### src/rtl/mem_responder_if.sv
// mem_responder_if: request/response bundle between a controller and mem_responder.
// Latency: none, plain wires; all timing lives in the responder.
// Backpressure: MFC held by the responder until the controller drops mem_EN.
// Optional: MEM_RESPONDER_BOUNDS_EN adds the mem_ERR response bit.
interface mem_responder_if #(
  parameter int DW = 16,
  parameter int AW = 8
);
  logic          mem_EN;
  logic          mem_RW;
  logic [AW-1:0] addr;
  logic [DW-1:0] data_in;
  logic [DW-1:0] data_out;
  logic          MFC;
  logic          busy;
`ifdef MEM_RESPONDER_BOUNDS_EN
  logic          mem_ERR;
`endif

  // Controller side: issues requests, consumes completion and read data.
  modport master (
    output mem_EN,
    output mem_RW,
    output addr,
    output data_in,
    input  data_out,
    input  MFC,
`ifdef MEM_RESPONDER_BOUNDS_EN
    input  mem_ERR,
`endif
    input  busy
  );

  // Memory side: samples requests, drives completion and read data.
  modport slave (
    input  mem_EN,
    input  mem_RW,
    input  addr,
    input  data_in,
    output data_out,
    output MFC,
`ifdef MEM_RESPONDER_BOUNDS_EN
    output mem_ERR,
`endif
    output busy
  );
endinterface

### src/rtl/mem_responder.sv
// mem_responder: word memory answering the mem_EN/mem_RW/MFC handshake.
// Latency: MFC rises LATENCY edges after the edge that first sees mem_EN high.
// Backpressure: MFC held until mem_EN drops; one mem_EN-low edge between requests.
// Optional: MEM_RESPONDER_BOUNDS_EN adds mem_ERR and suppresses accesses with addr >= DEPTH.
module mem_responder #(
  parameter int DW      = 16,
  parameter int AW      = 8,
  parameter int DEPTH   = 256,  // power of two, 2 .. 2**AW
  parameter int LATENCY = 3     // 1 .. 15
) (
  input  logic           clk,
  input  logic           rst,
  mem_responder_if.slave bus
);

  localparam int         IW       = (DEPTH > 1) ? $clog2(DEPTH) : 1;
  localparam logic [3:0] CNT_LOAD = 4'(LATENCY - 1);

  localparam logic [1:0] ST_IDLE = 2'd0;
  localparam logic [1:0] ST_WAIT = 2'd1;
  localparam logic [1:0] ST_DONE = 2'd2;

  logic [1:0]    state;
  logic [3:0]    cnt;
  logic          mfc_q;
  logic [DW-1:0] dout_q;
  logic [DW-1:0] mem [DEPTH];

  logic [IW-1:0] idx;
  logic          access;
  logic          in_range;
  logic          wr_en;
  logic          rd_en;

  // Low address bits select the word; upper bits wrap unless bounds checking is on.
  assign idx    = bus.addr[IW-1:0];

  // The access edge is the WAIT edge where the countdown has expired and the
  // request is still alive; mem_RW/addr/data_in matter only here.
  assign access = (state == ST_WAIT) && bus.mem_EN && (cnt == 4'd0);

`ifdef MEM_RESPONDER_BOUNDS_EN
  logic err_q;

  assign in_range    = ({1'b0, bus.addr} < (AW + 1)'(DEPTH));
  assign bus.mem_ERR = err_q;
`else
  assign in_range    = 1'b1;
`endif

  assign wr_en = access && !bus.mem_RW && in_range;
  assign rd_en = access &&  bus.mem_RW;

  // Word array: write port only, never reset so contents survive rst.
  // A reset forces state to IDLE asynchronously, so access (and wr_en) is
  // already low on any edge seen while rst is asserted.
  always_ff @(posedge clk) begin
    if (wr_en) begin
      mem[idx] <= bus.data_in;
    end
  end

  // Handshake FSM with latency counter, completion flag and read-data register.
  always_ff @(posedge clk or negedge rst) begin
    if (!rst) begin
      state  <= ST_IDLE;
      cnt    <= 4'd0;
      mfc_q  <= 1'b0;
      dout_q <= '0;
    end else begin
      case (state)
        ST_IDLE: begin
          if (bus.mem_EN) begin
            state <= ST_WAIT;
            cnt   <= CNT_LOAD;
          end
        end
        ST_WAIT: begin
          if (!bus.mem_EN) begin
            // Initiator gave up: no access, MFC never rises.
            state <= ST_IDLE;
          end else if (cnt == 4'd0) begin
            state <= ST_DONE;
            mfc_q <= 1'b1;
          end else begin
            cnt <= cnt - 4'd1;
          end
        end
        ST_DONE: begin
          // Held mem_EN keeps us here without a second access.
          if (!bus.mem_EN) begin
            state <= ST_IDLE;
            mfc_q <= 1'b0;
          end
        end
        default: begin
          state <= ST_IDLE;
          mfc_q <= 1'b0;
        end
      endcase

      // data_out only moves on a read (or, with bounds checking, on a rejected
      // access); writes and aborts leave the last read value in place.
      if (access && !in_range) begin
        dout_q <= '0;
      end else if (rd_en) begin
        dout_q <= mem[idx];
      end
    end
  end

`ifdef MEM_RESPONDER_BOUNDS_EN
  // Error flag rises with MFC on a rejected access and clears with it.
  always_ff @(posedge clk or negedge rst) begin
    if (!rst) begin
      err_q <= 1'b0;
    end else if (access) begin
      err_q <= !in_range;
    end else if (state == ST_DONE && !bus.mem_EN) begin
      err_q <= 1'b0;
    end
  end
`endif

  assign bus.data_out = dout_q;
  assign bus.MFC      = mfc_q;
  assign bus.busy     = (state == ST_WAIT);

endmodule

### src/flat_wrapper.sv
// flat-port wrapper written by rule: the top's interface ports become plain ports
module mem_responder_flat 
#(
  parameter int DW      = 16,
  parameter int AW      = 8,
  parameter int DEPTH   = 256,                             
  parameter int LATENCY = 3               
)
  (clk, rst, bus_mem_EN, bus_mem_RW, bus_addr, bus_data_in, bus_data_out, bus_MFC, bus_busy);
  mem_responder_if #(.DW(DW), .AW(AW)) bus_i ();
  input  logic clk;
  input  logic rst;
  input wire logic [$bits(bus_i.mem_EN)-1:0] bus_mem_EN;
  input wire logic [$bits(bus_i.mem_RW)-1:0] bus_mem_RW;
  input wire logic [$bits(bus_i.addr)-1:0] bus_addr;
  input wire logic [$bits(bus_i.data_in)-1:0] bus_data_in;
  output wire logic [$bits(bus_i.data_out)-1:0] bus_data_out;
  output wire logic [$bits(bus_i.MFC)-1:0] bus_MFC;
  output wire logic [$bits(bus_i.busy)-1:0] bus_busy;
  assign bus_i.mem_EN = bus_mem_EN;
  assign bus_i.mem_RW = bus_mem_RW;
  assign bus_i.addr = bus_addr;
  assign bus_i.data_in = bus_data_in;
  assign bus_data_out = bus_i.data_out;
  assign bus_MFC = bus_i.MFC;
  assign bus_busy = bus_i.busy;
  mem_responder #(.DW(DW), .AW(AW), .DEPTH(DEPTH), .LATENCY(LATENCY)) u_core (.clk(clk), .rst(rst), .bus(bus_i));
endmodule
### config.mk
export PLATFORM = sky130hd
export DESIGN_NAME = mem_responder_flat
export DESIGN_NICKNAME = d
export VERILOG_FILES = /design/src/rtl/mem_responder_if.sv /design/src/rtl/mem_responder.sv /design/src/flat_wrapper.sv
export SDC_FILE = /design/constraint.sdc
export NUM_CORES = 2
export LEC_CHECK = 0
export CORE_ASPECT_RATIO = 1.5
export CORE_MARGIN = 5
export CORE_UTILIZATION = 42
export DETAILED_ROUTE_END_ITERATION = 8
export GPL_TIMING_DRIVEN = 0
export HOLD_SLACK_MARGIN = 0.03
export PLACE_DENSITY_LB_ADDON = 0.25
export SETUP_SLACK_MARGIN = 0.2
export SYNTH_ARGS = -nofsm -noshare
export SYNTH_HDL_FRONTEND = slang
export SYNTH_SLANG_ARGS = --single-unit
### constraint.sdc
create_clock -name clk -period 3.8 [get_ports clk]
set_input_delay 1.14 -clock clk [delete_from_list [all_inputs] [get_ports clk]]
set_output_delay 1.14 -clock clk [all_outputs]
set_load 0.05 [all_outputs]
==> impl_metrics.yaml <==
status:
  outcome: "finished, violations left"
  failed_checks: "negative setup slack"
synthesis:
  synth_top_family_by_area: "multiplexers"
  synth_area_leader_cell: "edfxtp_1"
  syn_area_mm2: 0.158
  ys_async_sr_fraction_pct: 0.558
  yosysWarnings: 0
  synth_compound_area_share_pct: 2.31
  synth_edf_count: 4096
  postSynthAreaPerCell_um2: 23.1
  synth.area.top_cells: "edfxtp_1 (78%), mux4_2 (15%), mux2i_1 (1.1%), a22oi_1 (0.93%), nor2_1 (0.72%)"
  synth.top_cell.area_share_pct: 77.9
  synth-seq-area-share_pct: 78.3
  synth_adder_area_share_pct: 0.00793
  synth_nets: 6866
  synth-simple-area-share_pct: 1.39
  synth_flop_cell: "edfxtp_1"
  synthXorXnorAreaFrac_pct: 0
  synth.distinct_cells: 64
  yosys-mux-area-fraction_pct: 16.7
  syn_inst: 6837
  ys_ff_latch: 4119
drt:
  routed.top_layer: "met5"
  viasPerCell: 6.76
  ant_nets: 0
  first_iter_violations: 15900
  wirelength_um: 672000
  wl_per_cell_um: 51.2
  met3_length_um: 82600
  met1_length_um: 200000
  drtPass1Iterations: 7
  drcViolationCount: 0
  routed-wl-met2_um: 302000
  vias: 88700
power_and_ir_drop:
  clkPwrFrac_pct: 40.3
  ir_worst_vdd_v: 0.000346
  powerDensity_mw_per_mm2: 508
  power_w: 0.0971
  p_sw_w: 0.0232
  leakage_nw: 59.5
  power_frac_comb_pct: 7.8
  intPower_w: 0.0739
  power_switching_share_pct: 23.8
  seqPwrFrac_pct: 51.8
global_route:
  antenna_found_initial: 69
  grt_pass1_vias: 84100
  grt_usage_pct: 34.1
  grt_pass1_wl_um: 857000
  gr-total-overflow: 0
  grt_max_degree: 154
sta:
  worst_pin_slew_ns: 1.35
  max_freq_mhz: 250
  fin_skew_ns: 0.0548
  rsz0062_at_grt: "true"
  hold_viol: 0
  drv_slew: 0
  timing.hold.ws_ns: 0.221
  setup_slack_ns: -0.193
  period_share_pct: 105
  relSlewSlack_pct: 9.68
  timing.final.crit_period_ns: 3.99
  setup_viol: 109
placement:
  dp_cells: 12000
  portBuffers: 42
  post-place-ws_ns: -3.61
  hpwl_um: 443000
  finalWeightedCongestion: 1.05
cts:
  cts_buffers: 375
  cts_hold_buf: 0
  h-tree-depth: 5
  numClockSinks: 4119
  cts.clk_slew.worst_paths_ns: 0.07
  cts.path.max_buffers: 4
  clk_latency_ns: 0.98
  cts_root_buf: "clkbuf_16"
  cts_tree: "built"
setup_path:
  cp_max_fo: 12
  worstPathRequired_ns: 4.66
  reg2reg_depth: 9
  r2r_start: "u_core.cnt[0]"
  worst_setup_path_start_kind: "primary input"
  crit_path_cell_trace: "buf_4 > buf_6 > buf_6 > buf_4 > mux4_2 > a22oi_1 > a21oi_1 > o41ai_4 > o21ai_2 > o32a_1"
  r2r_setup_slack_ns: 0.17
  regToRegEndpoint: "u_core.bus.data_out[13]"
  crit_type: "primary input to flip-flop"
  cp.arrival_ns: 4.86
  cp_slowest_cell: "o41ai_4"
  cp-end-kind: "flip-flop"
  max_stage_delay_ns: 0.73
die:
  fp.dieArea_mm2: 0.389
  die_h_um: 761
  num_rows: 275
  ios: 46
  core_area_mm2: 0.374
  chipWidth_um: 511
  start_util_pct: 42.2
cells_and_area:
  fin_cells: 13100
  multi_input_area_mm2: 0.0351
  nFillCells: 29200
  finish.utilization_pct: 51.0
  seq_area_mm2: 0.124
  syn_to_final_growth_pct: 21.0
  drive_above_1_share_pct: 36.6
  nets: 7799
worst_hold_path:
  holdCritPathClass: "primary input to asynchronous set/reset pin"
flow_run:
  max-cap-violations: 0
## routing by layer
layer / vias to the layer above / GRT usage [%]
met3: 2192 / 10.8
li1: 31200 / -
met1: 47300 / 37.7
met4: 24 / 34.2
met2: 7972 / 51.2
met5: - / 0
## registers in the layout, summed over array words and instances (netlist names)
signal / count
u_core.bus.MFC: 1
u_core.state: 2
u_core.cnt: 4
u_core.bus.data_out: 16
u_core.mem: 4096
## Yosys cell counts, types with 30 or more instances
| master | instances |
|---|---|
| buf_2 | 115 |
| a22oi_1 | 195 |
| o21ai_0 | 57 |
| buf_1 | 40 |
| clkbuf_1 | 146 |
| mux4_2 | 1061 |
| mux2_2 | 34 |
| a21oi_1 | 95 |
| nand3_1 | 38 |
| nor2_1 | 301 |
| nor2b_1 | 30 |
| mux2i_1 | 176 |
| nand2_1 | 80 |
| edfxtp_1 | 4096 |
| buf_4 | 60 |
## critical path, delay by kind of cell
family / cells / cell delay, ns
compound gates: 5 / 1.91
mux: 1 / 0.38
buf+inv: 4 / 1.31
## area by class of cell
| class | instances | area share [%] |
|---|---|---|
| Sequential cell | 4119 | 64.7 |
| Multi-Input combinational cell | 2317 | 18.4 |
| Clock buffer | 466 | 5.18 |
| Timing Repair Buffer | 558 | 4.87 |
| Tap cell | 4986 | 3.27 |
| Buffer | 392 | 2.25 |
| Clock inverter | 220 | 1.29 |
| Antenna cell | 49 | 0.0642 |
| Inverter | 7 | 0.0164 |
## worst max-delay path by stage
stage	endpoint	from
floorplan	u_core.mem[35][0]	bus_addr[0]
global placement	u_core.mem[244][4]	bus_data_in[4]
detailed placement	u_core.mem[62][14]	bus_addr[3]
CTS	u_core.bus.data_out[0]	bus_addr[0]
global route	u_core.bus.data_out[9]	bus_addr[0]
finish	u_core.bus.data_out[9]	bus_addr[1]
## cells by family (layout without fill, tap and decap cells)
group | after synthesis | in the layout
muxes | 1281 | 1281
adders and majority gates | 1 | 1
and+or+nand+nor | 511 | 511
buffers and inverters | 401 | 1643
AOI/OAI and AO/OA | 524 | 524
other | 0 | 49
DFF | 4119 | 4119
## power by group through the flow
| stage | Clock (W) | Combinational [W] | Sequential [W] |
|---|---|---|---|
| global placement | 0 | 0.00662 | 0.0518 |
| global route | 0.0410 | 0.00747 | 0.0503 |
| detailed placement | 0 | 0.00694 | 0.0513 |
| floorplan | 0 | 0.00246 | 0.0514 |
| CTS | 0.0392 | 0.00717 | 0.0503 |
| finish | 0.0392 | 0.00760 | 0.0503 |
## through the flow
| stage | TNS, ns | instance area [µm²] |
|---|---|---|
| floorplan | 0 | 160000 |
| global placement | - | 166000 |
| detailed placement | - | 169000 |
| CTS | -72.95 | 190000 |
| global route | 0 | 191000 |
| finish | -1.65 | 191000 |
## repair_timing
action                      CTS  global route
cloned                        1             0
setup endpoints to repair  4116          3662
pin swaps                   235            18
gates resized for setup     548           346
setup buffers               387            23
## placed cells by master, fill, tap and decap left out, drive strengths merged, types with 20 or more instances in the layout
cell              n
clkinvlp         22
nand2            80
mux2i           176
dfrtp            23
bufinv           45
clkdlybuf4s50    23
clkinv          144
edfxtp         4096
mux4           1071
o21ai            59
clkbuf          609
buf             781
a21oi            95
a211oi           29
o22ai            20
nor2b            30
nor2            301
diode            49
mux2             34
a22oi           195
nand3            38
Note: power is estimated with default switching activity, not from simulation.
